[src/rtl/csd_to_bin.sv]
// csd_to_bin: rebuilds a two's-complement value from an N-digit canonical-signed-digit word
// held in a small register file, walking the digits MSB->LSB with a shift-accumulate.
module csd_to_bin #(
  parameter int N  = 8,
  parameter int AW = 4
) (
  input  logic          clk,
  input  logic          reset,
  input  logic          start,
  input  logic          we,
  input  logic [AW-1:0] address,
  input  logic [1:0]    digitIn,
  output logic          busy,
  output logic          done,
  output logic [N:0]    result,
  output logic          errCode,
  output logic          errAdj
);

  localparam int            IW         = (N > 1) ? $clog2(N) : 1;
  localparam logic [AW:0]   NUM_DIGITS = (AW+1)'(N);
  localparam logic [AW-1:0] LAST_IDX   = AW'(N-1);

  typedef enum logic [1:0] {
    S_IDLE = 2'd0,
    S_RUN  = 2'd1,
    S_DONE = 2'd2
  } state_t;

  state_t        r_state;
  state_t        w_state_nxt;
  logic [1:0]    r_mem [N];
  logic [AW-1:0] r_idx;
  logic [N:0]    r_acc;
  logic [N:0]    r_result;
  logic          r_prev_nz;
  logic          r_busy;
  logic          r_done;
  logic          r_err_code;
  logic          r_err_adj;

  logic [1:0]    w_code;
  logic [N:0]    w_d;
  logic [N:0]    w_acc_nxt;
  logic          w_nz;
  logic          w_illegal;
  logic          w_last;
  logic          w_wr_ok;

  // Digit decode and shift-accumulate step; illegal code 10 contributes zero
  always_comb begin
    w_code    = r_mem[r_idx[IW-1:0]];
    w_d       = '0;
    w_nz      = 1'b0;
    w_illegal = 1'b0;
    case (w_code)
      2'b01: begin
        w_d  = (N+1)'(1);
        w_nz = 1'b1;
      end
      2'b11: begin
        w_d  = '1;
        w_nz = 1'b1;
      end
      2'b10: begin
        w_illegal = 1'b1;
      end
      default: begin
        w_d  = '0;
        w_nz = 1'b0;
      end
    endcase
    w_acc_nxt = {r_acc[N-1:0], 1'b0} + w_d;
    w_last    = (r_idx == '0);
    w_wr_ok   = we && (r_state != S_RUN) && ({1'b0, address} < NUM_DIGITS);
  end

  // Next-state logic
  always_comb begin
    w_state_nxt = r_state;
    case (r_state)
      S_IDLE: begin
        if (start) w_state_nxt = S_RUN;
        else       w_state_nxt = S_IDLE;
      end
      S_RUN: begin
        if (w_last) w_state_nxt = S_DONE;
        else        w_state_nxt = S_RUN;
      end
      S_DONE: begin
        if (!start) w_state_nxt = S_IDLE;
        else        w_state_nxt = S_DONE;
      end
      default: w_state_nxt = S_IDLE;
    endcase
  end

  // State register
  always_ff @(posedge clk) begin
    if (reset) r_state <= S_IDLE;
    else       r_state <= w_state_nxt;
  end

  // Digit register file, frozen while a conversion runs
  always_ff @(posedge clk) begin
    if (reset) begin
      for (int i = 0; i < N; i++) r_mem[i] <= 2'b00;
    end else if (w_wr_ok) begin
      r_mem[address[IW-1:0]] <= digitIn;
    end
  end

  // Conversion datapath, sticky flags and registered status
  always_ff @(posedge clk) begin
    if (reset) begin
      r_idx      <= '0;
      r_acc      <= '0;
      r_result   <= '0;
      r_prev_nz  <= 1'b0;
      r_err_code <= 1'b0;
      r_err_adj  <= 1'b0;
      r_busy     <= 1'b0;
      r_done     <= 1'b0;
    end else begin
      r_busy <= (w_state_nxt == S_RUN);
      r_done <= (w_state_nxt == S_DONE);
      case (r_state)
        S_IDLE: begin
          if (start) begin
            r_idx      <= LAST_IDX;
            r_acc      <= '0;
            r_prev_nz  <= 1'b0;
            r_err_code <= 1'b0;
            r_err_adj  <= 1'b0;
          end
        end
        S_RUN: begin
          r_acc     <= w_acc_nxt;
          r_prev_nz <= w_nz;
          r_idx     <= r_idx - AW'(1);
          if (w_illegal)           r_err_code <= 1'b1;
          if (w_nz && r_prev_nz)   r_err_adj  <= 1'b1;
          if (w_last)              r_result   <= w_acc_nxt;
        end
        default: begin
          r_idx <= r_idx;
        end
      endcase
    end
  end

  assign busy    = r_busy;
  assign done    = r_done;
  assign result  = r_result;
  assign errCode = r_err_code;
  assign errAdj  = r_err_adj;

endmodule

[config.mk]
export PLATFORM = sky130hd
export DESIGN_NAME = csd_to_bin
export DESIGN_NICKNAME = d
export VERILOG_FILES = /design/src/rtl/csd_to_bin.sv
export SDC_FILE = /design/constraint.sdc
export NUM_CORES = 1
export LEC_CHECK = 0
export BUFFER_PORTS_ARGS = -buffer_cell sky130_fd_sc_hd__buf_2
export CORE_MARGIN = 8
export CORE_UTILIZATION = 50
export CTS_CLUSTER_SIZE = 20
export DETAILED_ROUTE_END_ITERATION = 10
export PLACE_DENSITY = 0.69
export SYNTH_ARGS = -nofsm -noshare
export SYNTH_HDL_FRONTEND = slang
export SYNTH_SLANG_ARGS = --single-unit
export TNS_END_PERCENT = 10
[constraint.sdc]
create_clock -name clk -period 3.4 [get_ports clk]
set_input_delay 0.68 -clock clk [delete_from_list [all_inputs] [get_ports clk]]
set_output_delay 0.68 -clock clk [all_outputs]
set_load 0.01 [all_outputs]
Yosys cells after proc, flatten, opt, wreduce, memory -nomap -nowiden
Memories as Yosys holds them, arrays and structs flattened. A register that Yosys moved wholly into a read port is not among the register bits.
Index checks and enable logic that the tools add are counted.
{ "totals": {"reg_bits": 28, "ramBits": 16, "elab_cells": 63, "inputBits": 10, "out_inout_bits": 13, "n_memories": 1} }
{ "op_classes": {"n_eq_ne": 11, "mux": 27, "n_lt_le_gt_ge": 1, "n_addsub": 2, "n_reduce_logical": 12} }
{ "memory_table": {"columns": ["memory", "depth", "width", "rd", "rd_clocked_by_memory_dff", "write_ports", "line_no", "text"], "rows": [
  ["r_mem", 8, 2, 1, 1, 8, "32", "logic [1:0] r_mem [N];"]
]} }
{ "ops": {"columns": ["cell", "n"], "rows": [
  ["$pmux W9 S2", 1],
  ["$pmux W8 S2", 1],
  ["$mux W1", 12],
  ["$add A9 B9 Y9", 1],
  ["$mux W3", 3],
  ["$eq A2 B2 Y1 const B", 4],
  ["$mux W8", 1],
  ["$pmux W4 S2", 1],
  ["$eq A2 B1 Y1 const B", 3],
  ["$mux W2", 3],
  ["$ne A2 B2 Y1 const B", 3],
  ["$pmux W1 S2", 3],
  ["$pmux W2 S3", 1],
  ["$reduce_and A3 Y1", 2],
  ["$logic_not A4 Y1", 1],
  ["$lt A4 B4 Y1 const B", 1],
  ["$mux W4", 1],
  ["$reduce_and A2 Y1", 2],
  ["$reduce_or A2 Y1", 2],
  ["$sub A4 B1 Y4 const B", 1],
  ["$logic_and A1 B1 Y1", 3],
  ["$logic_not A2 Y1", 1],
  ["$ne A2 B1 Y1 const B", 1],
  ["$reduce_bool A2 Y1", 1]
]} }

Logic depth before layout (Yosys ltp)
Gate-level depths: netlist of the first run.
{ "logic_depth": {"ltp_word": 8, "mapped_depth": 10, "mapped_depth_nobuf": 10} }

Least setup slack after synthesis of the first run
OpenSTA, ideal clock, no wires.
{ "synth_timing": {"path_type": "flip-flop to flip-flop", "from": "register with a tool-made name", "to": "register r_result[5], in the netlist result[5]", "path_stages_with_launch": 10, "arrival_ns": 2.788, "setup_time_ns": 0.129, "path_slack_ns": 0.484, "n_path_buf": 0, "period_less_slack_ns": 2.916, "cell_sequence": "dfxtp_1 > mux4_2 > mux2i_4 > nor2_4 > ha_1 > ha_1 > or4_1 > and4_1 > nor3_1 > o31ai_1"} }
{ "synth_rtl": {"columns": ["element", "line_no", "text"], "rows": [
  ["to (signal assigned)", "143", "if (w_last) r_result <= w_acc_nxt;"],
  ["to (decl)", "35", "logic [N:0] r_result;"]
]} }

==> summary.md, run 1 <==
| Metric | Value |
|---|---|
| Sequential Power Share | `0.506` |
| Max Fclk | `319.7 MHz` |
| IO Port Bufs | `22` |
| Tot Pwr | `1.251 mW` |
| Num ports | `23` |
| Average cell area after synthesis | `9.774 sq um` |
| Total Wirelength | `4923 um` |
| Routed len/inst | `16.30 um` |
| RSZ-0062 raised after global routing | `false` |
| Synth top area share | `0.2626` |
| Pleak | `0.9365 nW` |
| Maximum vdd drop | `0.0002949 V` |
| Post-synthesis adder-cell area fraction | `0.01641` |
| Hold Path Cell Cnt | `2` |
| Largest net degree at the start of global routing | `28` |
| Commonest non-fill, non-tap cell in the layout | `dfxtp_1` |
| Fin nets | `262` |
| Pint | `0.8862 mW` |
| MaxCap Viol Count | `0` |
| Initial antenna violation count | `0` |
| Flop-to-flop setup slack | `0.27 ns` |
| Initial Util | `0.5217` |
| Hold Vio Cnt, Final | `0` |
| Total track usage | `0.1470` |
| Sequential area share after synthesis | `0.4726` |
| Chip width | `83.64 um` |
| # diodes | `0` |
| CP required | `3.57 ns` |
| DR vias | `1,793` |
| Number of hold buffers added after CTS | `0` |
| Result of the run | `finished, final reports clean` |
| Die ar. | `6995 sq um` |
| Root Driver | `clkbuf_8` |
| Number of synthesized register bits | `46` |
| Simple-gate share of the synthesized area | `0.2484` |
| First-pass GRT wire length | `8480 um` |
| RR Endpoint | `result[5]` |
| Slowest stage cell on the critical path | `mux4_2` |
| Most frequent cells in the layout | `dfxtp_1, nor2_1, buf_2` |
| Comb power frac | `0.194` |
| Complex-gate fraction of the synthesized area | `0.1461` |
| CP startpoint kind | `flop` |
| Clock share of power | `0.300` |
| Post_cts resized | `0` |
| DRT iter0 DRCs | `122` |
| Num rows | `24` |
| Ranking of synthesized cells by area | `dfxtp_1, edfxtp_1, mux4_2` |
| Main synth FF type | `dfxtp_1` |
| Via/cell ratio | `5.937` |
| Arr. time, crit path | `3.30 ns` |
| Hold Path End | `result[4]` |
| Clk slew on worst S/H paths | `0.09 ns` |
| Mapped Nets | `247` |
| Fillers | `396` |
| Fin Clk Skew | `0.01023 ns` |
| Core area | `4384 sq um` |
| CTS Buf Count | `5` |
| Asr flop ratio synth | `0` |
| Final min period | `3.128 ns` |
| 1st-pass router iterations | `4` |
| Post-synth EDFFs | `16` |
| Worst slew pin tran | `0.6670 ns` |
| # setup viols final | `0` |
| Synth area leader | `dfxtp_1` |
| Clk Latency, worst-skew pair | `0.31 ns` |
| Multi-input logic area | `1130 sq um` |
| Share of cells above drive strength 1 | `0.2160` |
| Clock sink total | `46` |
| Hold Crit Start | `result[4]` |
| DP HPWL | `3597 um` |
| Top cell by count, worst path | `ha_1` |
| Combinational family with the most area after synthesis | `simple AND/OR/NAND/NOR gates` |
| Synth unique cells | `46` |
| Residual DRC | `0` |
| Cells after Synth | `234` |
| Max clock buf depth | `2` |
| HP Class | `reg -> reg` |
| TNS Setup | `0 ns` |
| Setup Crit Path Kind | `reg -> reg` |
| Switching Share | `0.2918` |
| Placed cells | `294` |
| Die Ht | `83.64 um` |
| Cell Chain, Critical Path | `mux4_2, mux2i_4, nor2_4, ha_1, ha_1, or4_1, and4_1, nor3_1, o31ai_1` |
| Final Cycle Share | `0.9199` |
| DRT antenna net count | `0` |
| Setup Buffers After CTS | `0` |
| Total gr overflow | `0` |
| Ys Warns | `0` |
| Crit end category | `flop` |
| Post-Layout Cell Count | `302` |
| Delay of the slowest cell on the worst path | `0.57 ns` |
| Worst rel slew slack | `0.5544` |
| Area Overhead vs Synth | `10.07%` |
| CP Max Fanout | `7` |
| XOR/XNOR Fraction of Synth Area | `0.007659` |
| TritonCTS clock tree | `yes` |
| Mux cell area share after synthesis | `0.07549` |
| Power Density | `497.1 nW/um^2` |
| GPL Wtd Cong | `0.9095` |
| Switch Pwr | `0.3651 mW` |
| Mapped Area | `2287 sq um` |
| Final Max Tran Viols | `0` |
| Sequential cell area | `1081 sq um` |
| Htree depth | `2` |
| Worst R2R Path Depth | `9` |
| Vias in the first global route | `1,764` |
cell usage after synthesis, types with 2 or more instances:
master,number
or2_2,6
o311ai_2,2
mux2_2,2
o21ai_0,8
nand3b_1,3
nor3_1,11
o21a_1,2
mux4_2,4
ha_1,3
nor2_1,22
and2_1,5
nand2_1,17
a311oi_1,2
a211oi_1,4
dfxtp_1,30
and4_1,2
nand2b_1,4
mux2i_4,2
clkbuf_1,14
o21ai_1,2
nor3b_1,2
a22oi_1,7
o31ai_1,6
a21oi_1,11
edfxtp_1,16
nand3_1,16
inv_1,5
nor4_1,6
or4_1,3
power groups by stage:
stage	logic (mW)	registers, mW	clock network [mW]
after detailed placement	0.240	0.647	0
after CTS	0.242	0.634	0.382
after global placement	0.237	0.646	0
final	0.242	0.633	0.376
after floorplan	0.183	0.640	0
after global routing	0.264	0.640	0.402
critical path: cells and delay by family (launching register included):
| family | cells | cell delay, ns |
|---|---|---|
| and+or+nand+nor | 4 | 1.01 |
| DFF | 1 | 0.46 |
| muxes | 2 | 0.87 |
| AOI/OAI and AO/OA | 1 | 0.09 |
| adders and majority gates | 2 | 0.56 |
area by class of cell:
class / instances / share of cell area
Clock buffer: 7 / 0.03827
Inverter: 5 / 0.007455
Timing Repair Buffer: 23 / 0.04672
Clock inverter: 1 / 0.003479
Multi-Input combinational cell: 168 / 0.4488
Sequential cell: 46 / 0.4294
Tap cell: 52 / 0.02584
logic make-up (layout without fill, tap and decap cells):
family / Yosys count / in the layout
AOI/OAI and AO/OA: 48 / 48
xor gates and xnor gates: 2 / 2
adders and majority gates: 3 / 3
buffers and inverters: 20 / 36
DFF: 46 / 46
muxes: 9 / 9
and+or+nand+nor: 106 / 106
sequential cells by signal, summed over array words and instances, names as in the netlist, named ones only:
register / count
r_prev_nz: 1
errAdj: 1
errCode: 1
done: 1
r_acc: 7
result: 9
busy: 1
r_state: 2
r_mem: 16
r_idx: 4
metrics by stage:
step	utilization	cell area [sq um]	worst slack, ns	hold slack [ns]
2_1_floorplan	-	2287	0.4836	0.4761
4_1_cts	0.5742	2517	0.2781	0.4562
5_1_grt	0.5742	2517	0.1100	0.4843
3_3_place_gp	0.5502	2412	0.3632	0.4389
6_report	0.5742	2517	0.2722	0.4533
3_5_place_dp	0.5502	2412	0.3023	0.4430
how the worst max path moves through the flow:
stage          slack, ns  start        end  depth (start not counted)
3_5_place_dp        0.30   flop  result[5]                          9
2_1_floorplan       0.48   flop  result[5]                          9
4_1_cts             0.28   flop  result[5]                          9
5_1_grt             0.11   flop  result[5]                          9
3_3_place_gp        0.36   flop  result[5]                          9
6_report            0.27   flop  result[5]                          9
metal layers:
metal / part of all wire / vias up / GRT usage
met5: 0 / - / 0
met4: 0.015 / 0 / 0.06279
met3: 0.060 / 7 / 0.04102
met2: 0.49 / 58 / 0.2435
met1: 0.43 / 826 / 0.1725
li1: - / 902 / -
No activity file was read; power rests on OpenSTA's default activity.
==> inputs of run 2 (changes only) <==
--- a/config.mk
+++ b/config.mk
@@ -5,12 +5,11 @@
 export SDC_FILE = /design/constraint.sdc
 export NUM_CORES = 1
 export LEC_CHECK = 0
-export BUFFER_PORTS_ARGS = -buffer_cell sky130_fd_sc_hd__buf_2
 export CORE_MARGIN = 8
 export CORE_UTILIZATION = 50
 export CTS_CLUSTER_SIZE = 20
 export DETAILED_ROUTE_END_ITERATION = 10
-export PLACE_DENSITY = 0.69
+export DONT_BUFFER_PORTS = 1
 export SYNTH_ARGS = -nofsm -noshare
 export SYNTH_HDL_FRONTEND = slang
 export SYNTH_SLANG_ARGS = --single-unit
==> run 2 against run 1 <==
Worst hold slack worse by 0.0075 ns; largest cell class unchanged; wire length grew 3.0%; clock power grew 5.9%; first-iteration DRC count increased by 0.82%; setup slack got worse by 0.030 ns.
==> summary.md, run 2 (synthesis gave the netlist of run 1 again) <==
| Metric | Value |
|---|---|
| CP startpoint kind | `flop` |
| CP required | `3.56 ns` |
| Clock sink total | `46` |
| Placed cells | `272` |
| IO Port Bufs | `0` |
| Most frequent cells in the layout | `dfxtp_1, nor2_1, nand2_1` |
| TritonCTS clock tree | `yes` |
| Routed len/inst | `18.11 um` |
| DRT iter0 DRCs | `123` |
| Worst rel slew slack | `0.5269` |
| Switch Pwr | `0.3449 mW` |
| Sequential Power Share | `0.511` |
| Worst slew pin tran | `0.7076 ns` |
| Pleak | `0.8272 nW` |
| Total gr overflow | `0` |
| Num rows | `24` |
| Arr. time, crit path | `3.32 ns` |
| Result of the run | `finished, final reports clean` |
| Most flops, register | `r_mem` |
| Num ports | `23` |
| Grt met2 use | `0.2196` |
| Switching Share | `0.2748` |
| DR vias | `1,742` |
| Root Driver | `clkbuf_8` |
| MaxCap Viol Count | `0` |
| Total track usage | `0.1456` |
| Vias in the first global route | `1,638` |
| Total Wirelength | `5070 um` |
| Fin Clk Skew | `0.005904 ns` |
| Clock share of power | `0.317` |
| Share of cells above drive strength 1 | `0.1360` |
| Initial Util | `0.5217` |
| Commonest non-fill, non-tap cell in the layout | `dfxtp_1` |
| Die ar. | `6995 sq um` |
| Max Fclk | `316.7 MHz` |
| Final Cycle Share | `0.9287` |
| Fillers | `399` |
| Number of flip-flops under the largest register name | `16` |
| Largest net degree at the start of global routing | `28` |
| 1st-pass router iterations | `4` |
| Number of hold buffers added after CTS | `0` |
| Clk Latency, worst-skew pair | `0.29 ns` |
| Via/cell ratio | `6.221` |
| HP Class | `in -> reg` |
| DRT antenna net count | `0` |
| Final Max Tran Viols | `0` |
| RSZ-0062 raised after global routing | `false` |
| GPL Wtd Cong | `0.8558` |
| Final min period | `3.158 ns` |
| Area Overhead vs Synth | `5.470%` |
| Power Density | `520.4 nW/um^2` |
| GRT busiest layer | `met2` |
| Residual DRC | `0` |
| CP Max Fanout | `7` |
| Pint | `0.9104 mW` |
| Initial antenna violation count | `0` |
| Clk slew on worst S/H paths | `0.08 ns` |
| First-pass GRT wire length | `8314 um` |
| CTS Buf Count | `5` |
| Grt met3 use | `0.04883` |
| Post_cts resized | `0` |
| Comb power frac | `0.172` |
| M1 GR Usage | `0.1901` |
| TNS Setup | `0 ns` |
| DP HPWL | `3714 um` |
| Maximum vdd drop | `0.0002818 V` |
| Chip width | `83.64 um` |
| # setup viols final | `0` |
| Post-Layout Cell Count | `280` |
| Setup Buffers After CTS | `0` |
| Setup Crit Path Kind | `reg -> reg` |
| Htree depth | `2` |
| Hold Vio Cnt, Final | `0` |
| # diodes | `0` |
| Crit end category | `flop` |
| Fin nets | `240` |
| Max clock buf depth | `2` |
| Core area | `4384 sq um` |
| Die Ht | `83.64 um` |
## run 2: cell count changes in the layout (fill, tap and decap cells not counted), sizes merged
cell	before	now
bufinv	0	1
buf	23	1
clkinvlp	0	1
clkinv	1	0
clkbuf	7	6
## run 2: per-stage QoR
stage	instance area [sq um]	hold slack (ns)	setup WS [ns]	utilization	total power, mW
2_1_floorplan	2287	0.4761	0.4836	-	0.8222
3_3_place_gp	2302	0.4926	0.3778	0.5251	0.8624
3_5_place_dp	2302	0.4997	0.2640	0.5251	0.8667
4_1_cts	2412	0.4349	0.2475	0.5502	1.265
5_1_grt	2412	0.4235	0.01679	0.5502	1.317
6_report	2412	0.4459	0.2424	0.5502	1.255
## run 2: layer usage
layer | share of wire | wire length, um
met3 | 0.083 | 420
met2 | 0.45 | 2303
met5 | 0 | 0
met4 | 0.011 | 55
met1 | 0.45 | 2291
## run 2: layout make-up
type	instances	area, sq um	share of cell area
Clock buffer	6	72.57	0.03008
Clock inverter	2	37.54	0.01556
Inverter	5	18.77	0.007780
Multi-Input combinational cell	168	1130	0.4684
Sequential cell	46	1081	0.4481
Tap cell	52	65.06	0.02697
Timing Repair Buffer	1	7.507	0.003112
## run 2: path summary, 6_finish.rpt
path / start / to / slack [ns] / cells past startpoint
setup reg to reg: flop / result[5] / 0.24 / 9
hold reg to reg: result[2] / result[2] / 0.51 / 2
setup / recovery: flop / result[5] / 0.24 / 9
hold / removal: reset / r_idx[3] / 0.45 / 1
## run 2: power groups by stage
stage | sequential [mW] | combinational (mW) | clock (mW)
floorplan | 0.640 | 0.183 | 0
global placement | 0.653 | 0.210 | 0
detailed placement | 0.655 | 0.212 | 0
CTS | 0.642 | 0.213 | 0.410
global route | 0.647 | 0.236 | 0.434
finish | 0.642 | 0.215 | 0.398
## run 2: critical path: stages, from the launching register on
cell and delay (ns):
dfxtp_1 0.46, mux4_2 0.59, mux2i_4 0.29, nor2_4 0.11, ha_1 0.28, ha_1 0.28, or4_1 0.45, and4_1 0.22
nor3_1 0.25, o31ai_1 0.09
